`src/rtl/led_framebuf.sv`:
```
// ============================================================================
// Module  : led_framebuf
// Purpose : Double-buffered 4x8 LED frame store with frame-synchronous publish
//           and a stepped PWM brightness fade. Macro LED_FRAMEBUF_COPY_EN
//           selects copy-on-swap instead of ping-pong buffer exchange.
// Revision: 1.0
// ============================================================================
`default_nettype none

module led_framebuf #(
    parameter int FRAME_DIV = 12000,
    parameter int FADE_DIV  = 8
) (
    input  logic       clk12MHz,
    input  logic       rst_n,
    input  logic       wr_valid,
    output logic       wr_ready,
    input  logic [1:0] wr_row,
    input  logic [7:0] wr_data,
    input  logic [7:0] wr_mask,
    input  logic       commit,
    output logic       commit_pending,
    output logic       frame_tick,
    output logic [7:0] leds1,
    output logic [7:0] leds2,
    output logic [7:0] leds3,
    output logic [7:0] leds4,
    input  logic [2:0] brightness,
    output logic [2:0] leds_pwm
);

    localparam logic [15:0] c_frame_last = 16'(FRAME_DIV - 1);
    localparam logic [7:0]  c_fade_last  = 8'(FADE_DIV - 1);

    logic [15:0]     frame_cnt_q, frame_cnt_d;
    logic [7:0]      fade_cnt_q, fade_cnt_d;
    logic            alive_q, pend_q, pend_d;
    logic [2:0]      pwm_q, pwm_d;
    logic [3:0][7:0] front_q, front_d;
    logic [3:0][7:0] back_q, back_d;
    logic            w_swap;

    assign frame_tick     = (frame_cnt_q == c_frame_last);
    assign w_swap         = frame_tick && pend_q;
    assign wr_ready       = alive_q && !w_swap;
    assign commit_pending = pend_q;
    assign leds_pwm       = pwm_q;
    assign leds1          = front_q[0];
    assign leds2          = front_q[1];
    assign leds3          = front_q[2];
    assign leds4          = front_q[3];

    always_comb begin
        frame_cnt_d = frame_tick ? 16'd0 : frame_cnt_q + 16'd1;
        fade_cnt_d  = fade_cnt_q;
        pwm_d       = pwm_q;
        front_d     = front_q;
        back_d      = back_q;
        pend_d      = pend_q | commit;

        if (wr_valid && wr_ready) begin
            back_d[wr_row] = (back_q[wr_row] & ~wr_mask) | (wr_data & wr_mask);
        end

        // A commit arriving on the swap cycle itself queues the next publish.
        if (w_swap) begin
            front_d = back_q;
`ifndef LED_FRAMEBUF_COPY_EN
            back_d  = front_q;
`endif
            pend_d  = commit;
        end

        if (frame_tick) begin
            if (fade_cnt_q == c_fade_last) begin
                fade_cnt_d = 8'd0;
                if (pwm_q < brightness) begin
                    pwm_d = pwm_q + 3'd1;
                end else if (pwm_q > brightness) begin
                    pwm_d = pwm_q - 3'd1;
                end
            end else begin
                fade_cnt_d = fade_cnt_q + 8'd1;
            end
        end
    end

    always_ff @(posedge clk12MHz or negedge rst_n) begin
        if (!rst_n) begin
            frame_cnt_q <= '0;
            fade_cnt_q  <= '0;
            alive_q     <= 1'b0;
            pend_q      <= 1'b0;
            pwm_q       <= '0;
            front_q     <= '0;
            back_q      <= '0;
        end else begin
            frame_cnt_q <= frame_cnt_d;
            fade_cnt_q  <= fade_cnt_d;
            alive_q     <= 1'b1;
            pend_q      <= pend_d;
            pwm_q       <= pwm_d;
            front_q     <= front_d;
            back_q      <= back_d;
        end
    end

endmodule

`default_nettype wire

```
`config.mk`:
```
export PLATFORM = sky130hd
export DESIGN_NAME = led_framebuf
export DESIGN_NICKNAME = d
export VERILOG_FILES = /design/src/rtl/led_framebuf.sv
export SDC_FILE = /design/constraint.sdc
export NUM_CORES = 1
export LEC_CHECK = 0
export ABC_AREA = 1
export ABC_CLOCK_PERIOD_IN_PS = 4600
export CAP_MARGIN = 20
export CORE_UTILIZATION = 55
export DETAILED_ROUTE_END_ITERATION = 10
export PLACE_DENSITY = 0.8
export SYNTH_ARGS = -nofsm -noshare
export SYNTH_HDL_FRONTEND = slang
export SYNTH_SLANG_ARGS = --single-unit
export TNS_END_PERCENT = 30
```
`constraint.sdc`:
```
create_clock -name clk12MHz -period 4.6 [get_ports clk12MHz]
set_input_delay 1.38 -clock clk12MHz [delete_from_list [all_inputs] [get_ports clk12MHz]]
set_output_delay 1.38 -clock clk12MHz [all_outputs]
set_load 0.03 [all_outputs]
```
==> results of run 1 <==
[state kept, by name, summed over array words and instances, names as in the netlist]
register	count
frame_cnt_q	16
leds_pwm	3
back_q	32
leds2	8
commit_pending	1
alive_q	1
leds4	8
leds1	8
leds3	8
fade_cnt_q	8
[metal layers]
metal / part of all wire / wire length, um / track usage / vias up
met5: 0 / 0 / 0 / -
met1: 0.43 / 5060 / 0.383 / 2036
met2: 0.49 / 5780 / 0.476 / 152
li1: - / - / - / 2110
met3: 0.071 / 845 / 0.0427 / 19
met4: 0.017 / 197 / 0.0934 / 0
[critical path: cells and delay by family (launching register included)]
| kind | cells | cell delay (ns) |
|---|---|---|
| simple gates | 4 | 0.60 |
| flops | 1 | 0.38 |
| fa+ha+maj | 1 | 0.17 |
| buf+inv | 3 | 0.86 |
[kinds of logic after synthesis]
kind of cell / Yosys count / synth area share
adders and majority gates: 6 / 0.0174
buffers and inverters: 75 / 0.0706
xor gates and xnor gates: 10 / 0.0184
other: 1 / 0.000789
and+or+nand+nor: 438 / 0.387
DFF: 93 / 0.490
AOI/OAI and AO/OA: 15 / 0.0163
[stage by stage]
stage	total power, mW	hold WS, ns
detailed placement	1.15	0.466
global route	1.80	0.496
floorplan	1.06	0.433
finish	1.72	0.475
CTS	1.73	0.477
global placement	1.14	0.451
[report_power, final]
| part | total (mW) | internal (mW) | switching (mW) |
|---|---|---|---|
| Sequential | 0.942 | 0.879 | 0.0635 |
| Clock | 0.576 | 0.304 | 0.272 |
| Combinational | 0.199 | 0.0817 | 0.118 |
| Total | 1.72 | 1.26 | 0.453 |
[cell type report]
class | instances | share of cell area
flip-flops and latches | 93 | 0.416
repair buffers | 65 | 0.114
multi-input cells | 470 | 0.373
inverters | 54 | 0.0362
well taps | 105 | 0.0235
clock inverters | 5 | 0.0134
clock buffers | 11 | 0.0235
[placed cells by master (no fill, tap or decap), types with 5 or more instances in the layout]
master	instances
nand2_1	279
nand3_1	116
dfrtp_1	93
clkdlybuf4s50_1	61
inv_1	46
nor2_1	29
clkbuf_8	9
o21ai_0	8
inv_2	7
xor2_1	7
a21oi_1	5
ha_1	5
[worst min path at each step]
stage | from | endpoint | slack (ns) | cells after the start
finish | frame_cnt_q[0]$_DFF_PN0_ | frame_cnt_q[0]$_DFF_PN0_ | 0.47 | 1
global route | frame_cnt_q[0]$_DFF_PN0_ | frame_cnt_q[0]$_DFF_PN0_ | 0.50 | 1
detailed placement | frame_cnt_q[0]$_DFF_PN0_ | frame_cnt_q[0]$_DFF_PN0_ | 0.47 | 1
global placement | frame_cnt_q[0]$_DFF_PN0_ | frame_cnt_q[0]$_DFF_PN0_ | 0.45 | 1
CTS | frame_cnt_q[0]$_DFF_PN0_ | frame_cnt_q[0]$_DFF_PN0_ | 0.48 | 1
floorplan | frame_cnt_q[0]$_DFF_PN0_ | frame_cnt_q[0]$_DFF_PN0_ | 0.43 | 1
[cell usage after synthesis]
| master | n |
|---|---|
| buf_6 | 3 |
| dfrtp_1 | 93 |
| nor2_4 | 1 |
| a21oi_1 | 5 |
| o21ai_0 | 8 |
| a21o_1 | 1 |
| nand2_1 | 279 |
| and3_1 | 1 |
| inv_2 | 7 |
| nor2_1 | 29 |
| nand4_1 | 3 |
| buf_2 | 4 |
| nor3_1 | 4 |
| o21ai_1 | 1 |
| xor2_1 | 7 |
| clkbuf_1 | 7 |
| nand3b_1 | 1 |
| nand3_1 | 116 |
| clkinv_1 | 1 |
| xnor2_1 | 3 |
| ha_1 | 5 |
| nor2_2 | 3 |
| fa_1 | 1 |
| conb_1 | 1 |
| inv_1 | 46 |
| buf_4 | 7 |
| nand3_4 | 1 |
==> impl_results.md, run 1 <==
* Mapped Cells at between 600 and 700
* First-pass iteration count of the detailed router at 5
* Register area at 0.00233 mm^2
* Die height at 94.9 um
* Register area share after synthesis at 0.490
* Filler Cells Inserted at 671
* Rel. slew slack at 0.353
* Antenna violations before repair at 0
* Critical path startpoint: frame_cnt_q[0]$_DFF_PN0_
* Power per cell area at roughly 310 mW/mm^2
* H-tree levels at 3
* Slew Limit Fails at 0
* Critical Path End: frame_tick
* Worst-skew pair later-pin latency at around 0.35 ns
* Post-route DRC at 0
* Clock sinks at between 90 and 100
* CP cell instances: ha_1, nand2_1, nor2_2, inv_2, nor2_4, nand2_1, inv_1, clkdlybuf4s50_1
* Share of cells above drive strength 1 at 0.0430
* Cell taking the most area after synthesis: dfrtp_1
* Final RePlAce weighted congestion at around 0.94
* CTS tree: yes
* Placed Cells at between 700 and 800
* Distinct cells, synth at 27
* R2R Setup Slk at 1.71 ns
* Yosys reg bits at 93
* Fin worst setup slack at 0.859 ns
* Post-CTS setup buffer count at 0
* CTS max path bufs at 2
* Status: complete, no violations
* Critical path's slowest cell: clkdlybuf4s50_1
* CP peak stage delay at approximately 0.67 ns
* Clk pin slew, worst setup/hold paths at roughly 0.080 ns
* Cell mode on critical path: nand2_1
* RR Endpoint: back_q[24]$_DFFE_PN0P_
* Core area at 0.00830 mm^2
* Arrival time at the worst endpoint at ~2.4 ns
* Synth Warn # at 0
* TNS Setup at 0 ns
* Vias in the first global route at just over 4000
* Synth top area cells: dfrtp_1 (49%), nand2_1 (22%), nand3_1 (12%)
* Yosys top cell area share at 0.490
* Final cell count without fillers at 803
* CTS Buf Count at 9
* Detail Placement HPWL at 8.22 mm
* Cell count of the worst reg-to-reg path at 10
* Cts repair resizes at 0
* RSZ-0062 raised after global routing: false
* GRT Resource Usage Total at 0.286
* Pre-CTS setup slack at 1.02 ns
* Mean post-synth cell area at ~7.4 um^2
* Largest net degree at the start of global routing at 98
* Max-Cap Viols at 0
* DIE WIDTH at around 95 um
* Vias per inst at 5.38
* Reg2reg start: frame_cnt_q[0]$_DFF_PN0_
* Die area at 0.00901 mm^2
* Nets at 724
* Leak Pwr at about 2.9 nW
* Max FO, Critical Path at 8
* Setup crit end kind: output pin
* Root buf cell: clkbuf_8
* PortBufs at 62
* Worst Hold Class: reg -> reg
* Final Hold Violating Endpoints at 0
* GRT Residual Overflow at 0
* Worst Setup Start Kind: flop
* Mapped Area at 0.00475 mm^2
* Worst EP required at about 3.2 ns
* Measured slew at the worst slew-check pin at 0.969 ns
* Fmax at 0.267 GHz
* DR WL/cell at roughly 15 um
* Initial Util at 0.572
* Multi-input combinational cell area at 0.00209 mm^2
* DP Area at 0.00539 mm^2
* Final min period at 3.74 ns
* Final wirelength at 11.9 mm
* Setup violators final at 0
* Setup Skew at ~0.0099 ns
* Routed Antenna Nets at 0
* Synthesized Nets at 669
* Max IR drop VDD at 0.197 mV
* Area delta synth->final at 17.8%
* Final instance area at about 0.0056 mm^2
* Total number of vias at 4317
* Number of top-level pins at 63
* CP Class: reg -> out
* Num rows at 33
* # diodes at 0
* First-pass GRT wire length at approximately 20 mm
* CTS Hold Bufs at 0
* Final period util at 0.813
* Final Util at 0.674
* Iteration-0 DRC Markers at 302
Note: power is estimated with default switching activity, not from simulation.
==> run 2: changes to the inputs <==
Settings changed: ABC_CLOCK_PERIOD_IN_PS 4600 to 3600.
Clock period 4.6 ns to 3.6 ns, I/O delays scaled along.
==> run 2 against run 1 <==
- sequential share of layout area hardly changed
- count of clock-buffer cells in the layout stayed put
- final cell count stayed put
- hold slack better by 0.0078 ns
- combinational power is 30% higher
- via count is 2.1% lower
- largest cell class unchanged
- clock skew is 0.0016 ns higher
- total power is 26% higher
- largest power group unchanged
==> impl_results.md, run 2 (synthesized netlist as in run 1, its figures left out) <==
* Status: complete, no violations (unchanged)
* Fmax at 0.294 GHz
* First-pass iteration count of the detailed router at 4 (was 5)
* GRT Resource Usage Total at 0.263 (was 0.286)
* Post-CTS setup buffer count at 0 (unchanged)
* Commonest non-fill, non-tap cells in the layout: nand2_1 (279), nand3_1 (116), dfrtp_1 (93) (unchanged)
* Vias per inst at 5.27 (was 5.38)
* Final Hold Violating Endpoints at 0 (unchanged)
* TNS Setup at 0 ns (unchanged)
* Share of cells above drive strength 1 at 0.0444 (was 0.0430)
* Clock power share at 0.328 (was 0.335)
* Final min period at 3.40 ns
* Final RePlAce weighted congestion at 0.968 (was 0.944)
* GRT Residual Overflow at 0 (unchanged)
* Num rows at 33 (unchanged)
* Worst Setup Start Kind: flop (unchanged)
* Max FO, Critical Path at 8 (unchanged)
* Slew Limit Fails at 0 (unchanged)
* Flop pwr share at 0.552 (was 0.548)
* CTS Hold Bufs at 0 (unchanged)
* Worst-skew pair later-pin latency at 0.36 ns (was 0.35 ns)
* DR WL/cell at 13.6 um (was 14.8 um)
* Initial Util at 0.572 (unchanged)
* Setup violators final at 0 (unchanged)
* Detail Placement HPWL at 7.59 mm (was 8.22 mm)
* Number of top-level pins at 63 (unchanged)
* Max FFs per register at 32 (unchanged)
* Arrival time at the worst endpoint at 2.32 ns (was 2.36 ns)
* Final wirelength at 10.9 mm (was 11.9 mm)
* Largest net degree at the start of global routing at 98 (unchanged)
* Die area at 0.00901 mm^2 (unchanged)
* Total number of vias at 4228 (was 4317)
* Biggest regs: back_q (32), frame_cnt_q (16) (unchanged)
* Final period util at 0.944
* First-pass GRT wire length at 18.2 mm (was 19.6 mm)
* Sw power at 0.595 mW (was 0.453 mW)
* CTS Buf Count at 9 (unchanged)
* Power per cell area at 387 mW/mm^2 (was 307 mW/mm^2)
* Core area at 0.00830 mm^2 (unchanged)
* Antenna violations before repair at 0 (unchanged)
* Switch share at 0.275 (was 0.264)
* Root buf cell: clkbuf_8 (unchanged)
* CTS tree: yes (unchanged)
* Setup Skew at 0.0115 ns (was 0.00993 ns)
* Die height at 94.9 um (unchanged)
* Clk pin slew, worst setup/hold paths at 0.08 ns (about the same)
* Routed Antenna Nets at 0 (unchanged)
* Rel. slew slack at 0.372 (was 0.353)
* Final Util at 0.675 (was 0.674)
* Setup crit end kind: output pin (unchanged)
* CTS max path bufs at 2 (unchanged)
* DIE WIDTH at 94.9 um (unchanged)
* Leak Pwr at 2.89 nW (about the same)
* PortBufs at 62 (unchanged)
* # diodes at 0 (unchanged)
* Post-route DRC at 0 (unchanged)
* Comb power frac at 0.119 (was 0.116)
* Max IR drop VDD at 0.208 mV (was 0.197 mV)
* RSZ-0062 raised after global routing: false (unchanged)
* Filler Cells Inserted at 704 (was 671)
* Measured slew at the worst slew-check pin at 0.941 ns (was 0.969 ns)
* Max-Cap Viols at 0 (unchanged)
* Cts repair resizes at 0 (unchanged)
* Iteration-0 DRC Markers at 405 (was 302)
* H-tree levels at 3 (unchanged)
* Worst EP required at 2.52 ns (was 3.22 ns)
* CP Class: reg -> out (unchanged)
* Nets at 724 (unchanged)
* Clock sinks at 93 (unchanged)
* Cell internal pwr at 1.57 mW (was 1.26 mW)
* Vias in the first global route at 3978 (was 4098)
* Largest reg by FF count: back_q (unchanged)
* Area delta synth->final at 17.9% (was 17.8%)
* Worst Hold Class: reg -> reg (unchanged)
* Commonest non-fill, non-tap cell in the layout: nand2_1 (unchanged)
==> run 2: cell type report <==
type | count | area, um^2 | area share
well taps | 105 | 131 | 0.0234
inverters | 54 | 203 | 0.0362
repair buffers | 65 | 653 | 0.117
flip-flops and latches | 93 | 2330 | 0.415
multi-input cells | 470 | 2090 | 0.373
clock inverters | 5 | 58.8 | 0.0105
clock buffers | 11 | 141 | 0.0252
==> run 2: worst max-delay path, cell delays in order (launching register included) <==
cell and delay, ns:
dfrtp_1 0.40, ha_1 0.18, nand2_1 0.08, nor2_2 0.16
inv_2 0.07, nor2_4 0.13, nand2_1 0.18, inv_1 0.09
clkdlybuf4s50_1 0.66
==> run 2: worst paths after layout <==
path	endpoint	slack [ns]	start	cells past startpoint
setup / recovery	frame_tick	0.20	frame_cnt_q[0]$_DFF_PN0_	8
hold / removal	frame_cnt_q[15]$_DFF_PN0_	0.48	frame_cnt_q[15]$_DFF_PN0_	1
setup reg to reg	back_q[18]$_DFFE_PN0P_	0.81	frame_cnt_q[0]$_DFF_PN0_	10
hold reg to reg	frame_cnt_q[15]$_DFF_PN0_	0.48	frame_cnt_q[15]$_DFF_PN0_	1
max in group asynchronous	leds3[6]$_DFFE_PN0P_	2.17	rst_n	2
min in group asynchronous	leds1[4]$_DFFE_PN0P_	0.76	rst_n	1
==> run 2: power groups by stage <==
stage	combinational [mW]	sequential [mW]	clock, mW
after floorplan	0.160	1.19	0
after global placement	0.247	1.21	0
after detailed placement	0.256	1.21	0
after CTS	0.258	1.19	0.723
after global routing	0.292	1.21	0.765
final	0.259	1.20	0.711
==> run 2: routing by layer <==
layer  wire, um  track usage
met1       5010        0.360
met2       5020        0.418
met3        666       0.0427
met4        253        0.101
met5          0            0
==> run 2: metrics by stage <==
step	worst slack (ns)	total power [mW]	hold slack, ns	area [um^2]	instances
floorplan	1.03	1.35	0.433	4750	638
global placement	0.649	1.46	0.443	5400	787
detailed placement	0.591	1.47	0.463	5400	787
CTS	0.186	2.18	0.481	5600	803
global route	0.0497	2.26	0.513	5600	803
finish	0.203	2.17	0.482	5600	803
==> run 3: changes to the inputs <==
Settings changed: RECOVER_POWER set to 25.
==> run 3 against run 2 <==
- final cell count did not move
- wire length barely moved
- critical path depth did not move
- die area did not move
- total power barely moved
- global-route usage did not move
- combinational power barely moved
- sequential power barely moved
- setup slack barely moved
- maximum frequency barely moved
- critical endpoint unchanged
- largest cell class unchanged
- largest power group unchanged
==> impl_results.md, run 3 (synthesized netlist as in run 1, its figures left out) <==
* Vias per inst at 5.26 (was 5.27)
* DIE WIDTH at 94.9 um (unchanged)
* Measured slew at the worst slew-check pin at 1.39 ns (was 0.941 ns)
* Clock power share at 0.328 (about the same)
* CP peak stage delay at 0.66 ns (about the same)
* GRT Resource Usage Total at 0.263 (unchanged)
* Antenna violations before repair at 0 (unchanged)
* Cell mode on critical path: nand2_1 (unchanged)
* Commonest non-fill, non-tap cell in the layout: nand2_1 (unchanged)
* Largest reg by FF count: back_q (unchanged)
* Sw power at 0.596 mW (was 0.595 mW)
* DP Area at 0.00540 mm^2 (unchanged)
* Final instance area at 0.00560 mm^2 (about the same)
* Critical path startpoint: frame_cnt_q[0]$_DFF_PN0_ (unchanged)
* Max FFs per register at 32 (unchanged)
* Final wirelength at 11.0 mm (was 10.9 mm)
* CP cell instances: ha_1, nand2_1, nor2_2, inv_2, nor2_4, nand2_1, inv_1, clkdlybuf4s50_1 (unchanged)
* Final period util at 0.944 (about the same)
* Flop pwr share at 0.552 (about the same)
* Max IR drop VDD at 0.208 mV (about the same)
* Comb power frac at 0.119 (about the same)
* GRT Residual Overflow at 0 (unchanged)
* Power per cell area at 387 mW/mm^2 (about the same)
* Max FO, Critical Path at 8 (unchanged)
* First-pass GRT wire length at 18.2 mm (unchanged)
* Filler Cells Inserted at 703 (was 704)
* Core area at 0.00830 mm^2 (unchanged)
* Post-CTS setup buffer count at 0 (unchanged)
* Final RePlAce weighted congestion at 0.968 (unchanged)
* Die area at 0.00901 mm^2 (unchanged)
* Iteration-0 DRC Markers at 405 (unchanged)
* Num rows at 33 (unchanged)
* First-pass iteration count of the detailed router at 4 (unchanged)
* Vias in the first global route at 3978 (unchanged)
* Multi-input combinational cell area at 0.00209 mm^2 (unchanged)
* Worst-skew pair later-pin latency at 0.36 ns (about the same)
* Biggest regs: back_q (32), frame_cnt_q (16) (unchanged)
* CTS Buf Count at 9 (unchanged)
* Max-Cap Viols at 0 (unchanged)
* CTS tree: yes (unchanged)
* Root buf cell: clkbuf_8 (unchanged)
* Register area at 0.00233 mm^2 (unchanged)
* Leak Pwr at 2.89 nW (about the same)
* Hold path startpoint: frame_cnt_q[15]$_DFF_PN0_ (unchanged)
* Status: complete, no violations (unchanged)
* Clk pin slew, worst setup/hold paths at 0.08 ns (about the same)
* Rel. slew slack at 0.0729 (was 0.372)
* Worst Hold Class: reg -> reg (unchanged)
* PortBufs at 62 (unchanged)
* Setup violators final at 0 (unchanged)
* Total number of vias at 4225 (was 4228)
* Initial Util at 0.572 (unchanged)
* Detail Placement HPWL at 7.59 mm (unchanged)
* CP Class: reg -> out (unchanged)
* Final Hold Violating Endpoints at 0 (unchanged)
* Area delta synth->final at 17.9% (about the same)
* Die height at 94.9 um (unchanged)
* TNS Setup at 0 ns (unchanged)
* Switch share at 0.275 (about the same)
* Setup Skew at 0.0115 ns (unchanged)
* Clock sinks at 93 (unchanged)
* Fin worst setup slack at 0.203 ns (about the same)
* # diodes at 0 (unchanged)
* Arrival time at the worst endpoint at 2.32 ns (about the same)
* Worst Setup Start Kind: flop (unchanged)
* Pre-CTS setup slack at 0.591 ns (unchanged)
* RSZ-0062 raised after global routing: false (unchanged)
* Cell count of the worst reg-to-reg path at 10 (unchanged)
* Final min period at 3.40 ns (about the same)
* CTS max path bufs at 2 (unchanged)
* Reg2reg start: frame_cnt_q[0]$_DFF_PN0_ (unchanged)
* Worst EP required at 2.52 ns (about the same)
* Critical Path End: frame_tick (unchanged)
* Nets at 724 (unchanged)
* Largest net degree at the start of global routing at 98 (unchanged)
* RR Endpoint: back_q[18]$_DFFE_PN0P_ (unchanged)
* Routed Antenna Nets at 0 (unchanged)
* Share of cells above drive strength 1 at 0.0444 (unchanged)
* Fmax at 0.294 GHz (about the same)
* Cts repair resizes at 0 (unchanged)
* Slew Limit Fails at 0 (unchanged)
* DR WL/cell at 13.6 um (about the same)
* Final Util at 0.675 (about the same)
* Setup crit end kind: output pin (unchanged)
* CTS Hold Bufs at 0 (unchanged)
* R2R Setup Slk at 0.81 ns (about the same)
* Cell internal pwr at 1.57 mW (about the same)
* Critical path's slowest cell: clkdlybuf4s50_1 (unchanged)
* Number of top-level pins at 63 (unchanged)
* Post-route DRC at 0 (unchanged)
* Commonest non-fill, non-tap cells in the layout: nand2_1 (279), nand3_1 (116), dfrtp_1 (93) (unchanged)
* H-tree levels at 3 (unchanged)
-- run 3: how the worst min path moves through the flow --
stage / endpoint / cells after the start
finish: frame_cnt_q[15]$_DFF_PN0_ / 1
global route: frame_cnt_q[15]$_DFF_PN0_ / 1
CTS: frame_cnt_q[15]$_DFF_PN0_ / 1
detailed placement: frame_cnt_q[15]$_DFF_PN0_ / 1
global placement: frame_cnt_q[0]$_DFF_PN0_ / 1
floorplan: frame_cnt_q[0]$_DFF_PN0_ / 1
-- run 3: layer usage --
layer  global-route usage  wire length [um]
met1                0.360              5030
met2                0.418              5000
met3               0.0427               670
met4                0.101               253
met5                    0                 0
-- run 3: power by group through the flow --
stage / clock [mW] / combinational (mW) / sequential (mW)
detailed placement: 0 / 0.256 / 1.21
finish: 0.711 / 0.258 / 1.20
global route: 0.765 / 0.292 / 1.21
floorplan: 0 / 0.160 / 1.19
global placement: 0 / 0.247 / 1.21
CTS: 0.723 / 0.258 / 1.19
-- run 3: through the flow --
step                      instances  hold WS, ns  power (mW)
after detailed placement        787        0.463        1.47
final                           803        0.482        2.17
after global placement          787        0.443        1.46
after CTS                       803        0.481        2.18
after floorplan                 638        0.433        1.35
after global routing            803        0.513        2.26
-- run 3: critical path, delay by kind of cell, from the launching register on --
| kind | cells | cell delay (ns) |
|---|---|---|
| fa+ha+maj | 1 | 0.18 |
| simple gates | 4 | 0.55 |
| buf+inv | 3 | 0.82 |
| flops | 1 | 0.40 |
-- run 3: area by class of cell --
| class | instances | share of cell area |
|---|---|---|
| Multi-Input combinational cell | 470 | 0.373 |
| Clock buffer | 11 | 0.0252 |
| Timing Repair Buffer | 65 | 0.116 |
| Inverter | 54 | 0.0362 |
| Tap cell | 105 | 0.0235 |
| Clock inverter | 5 | 0.0105 |
| Sequential cell | 93 | 0.416 |
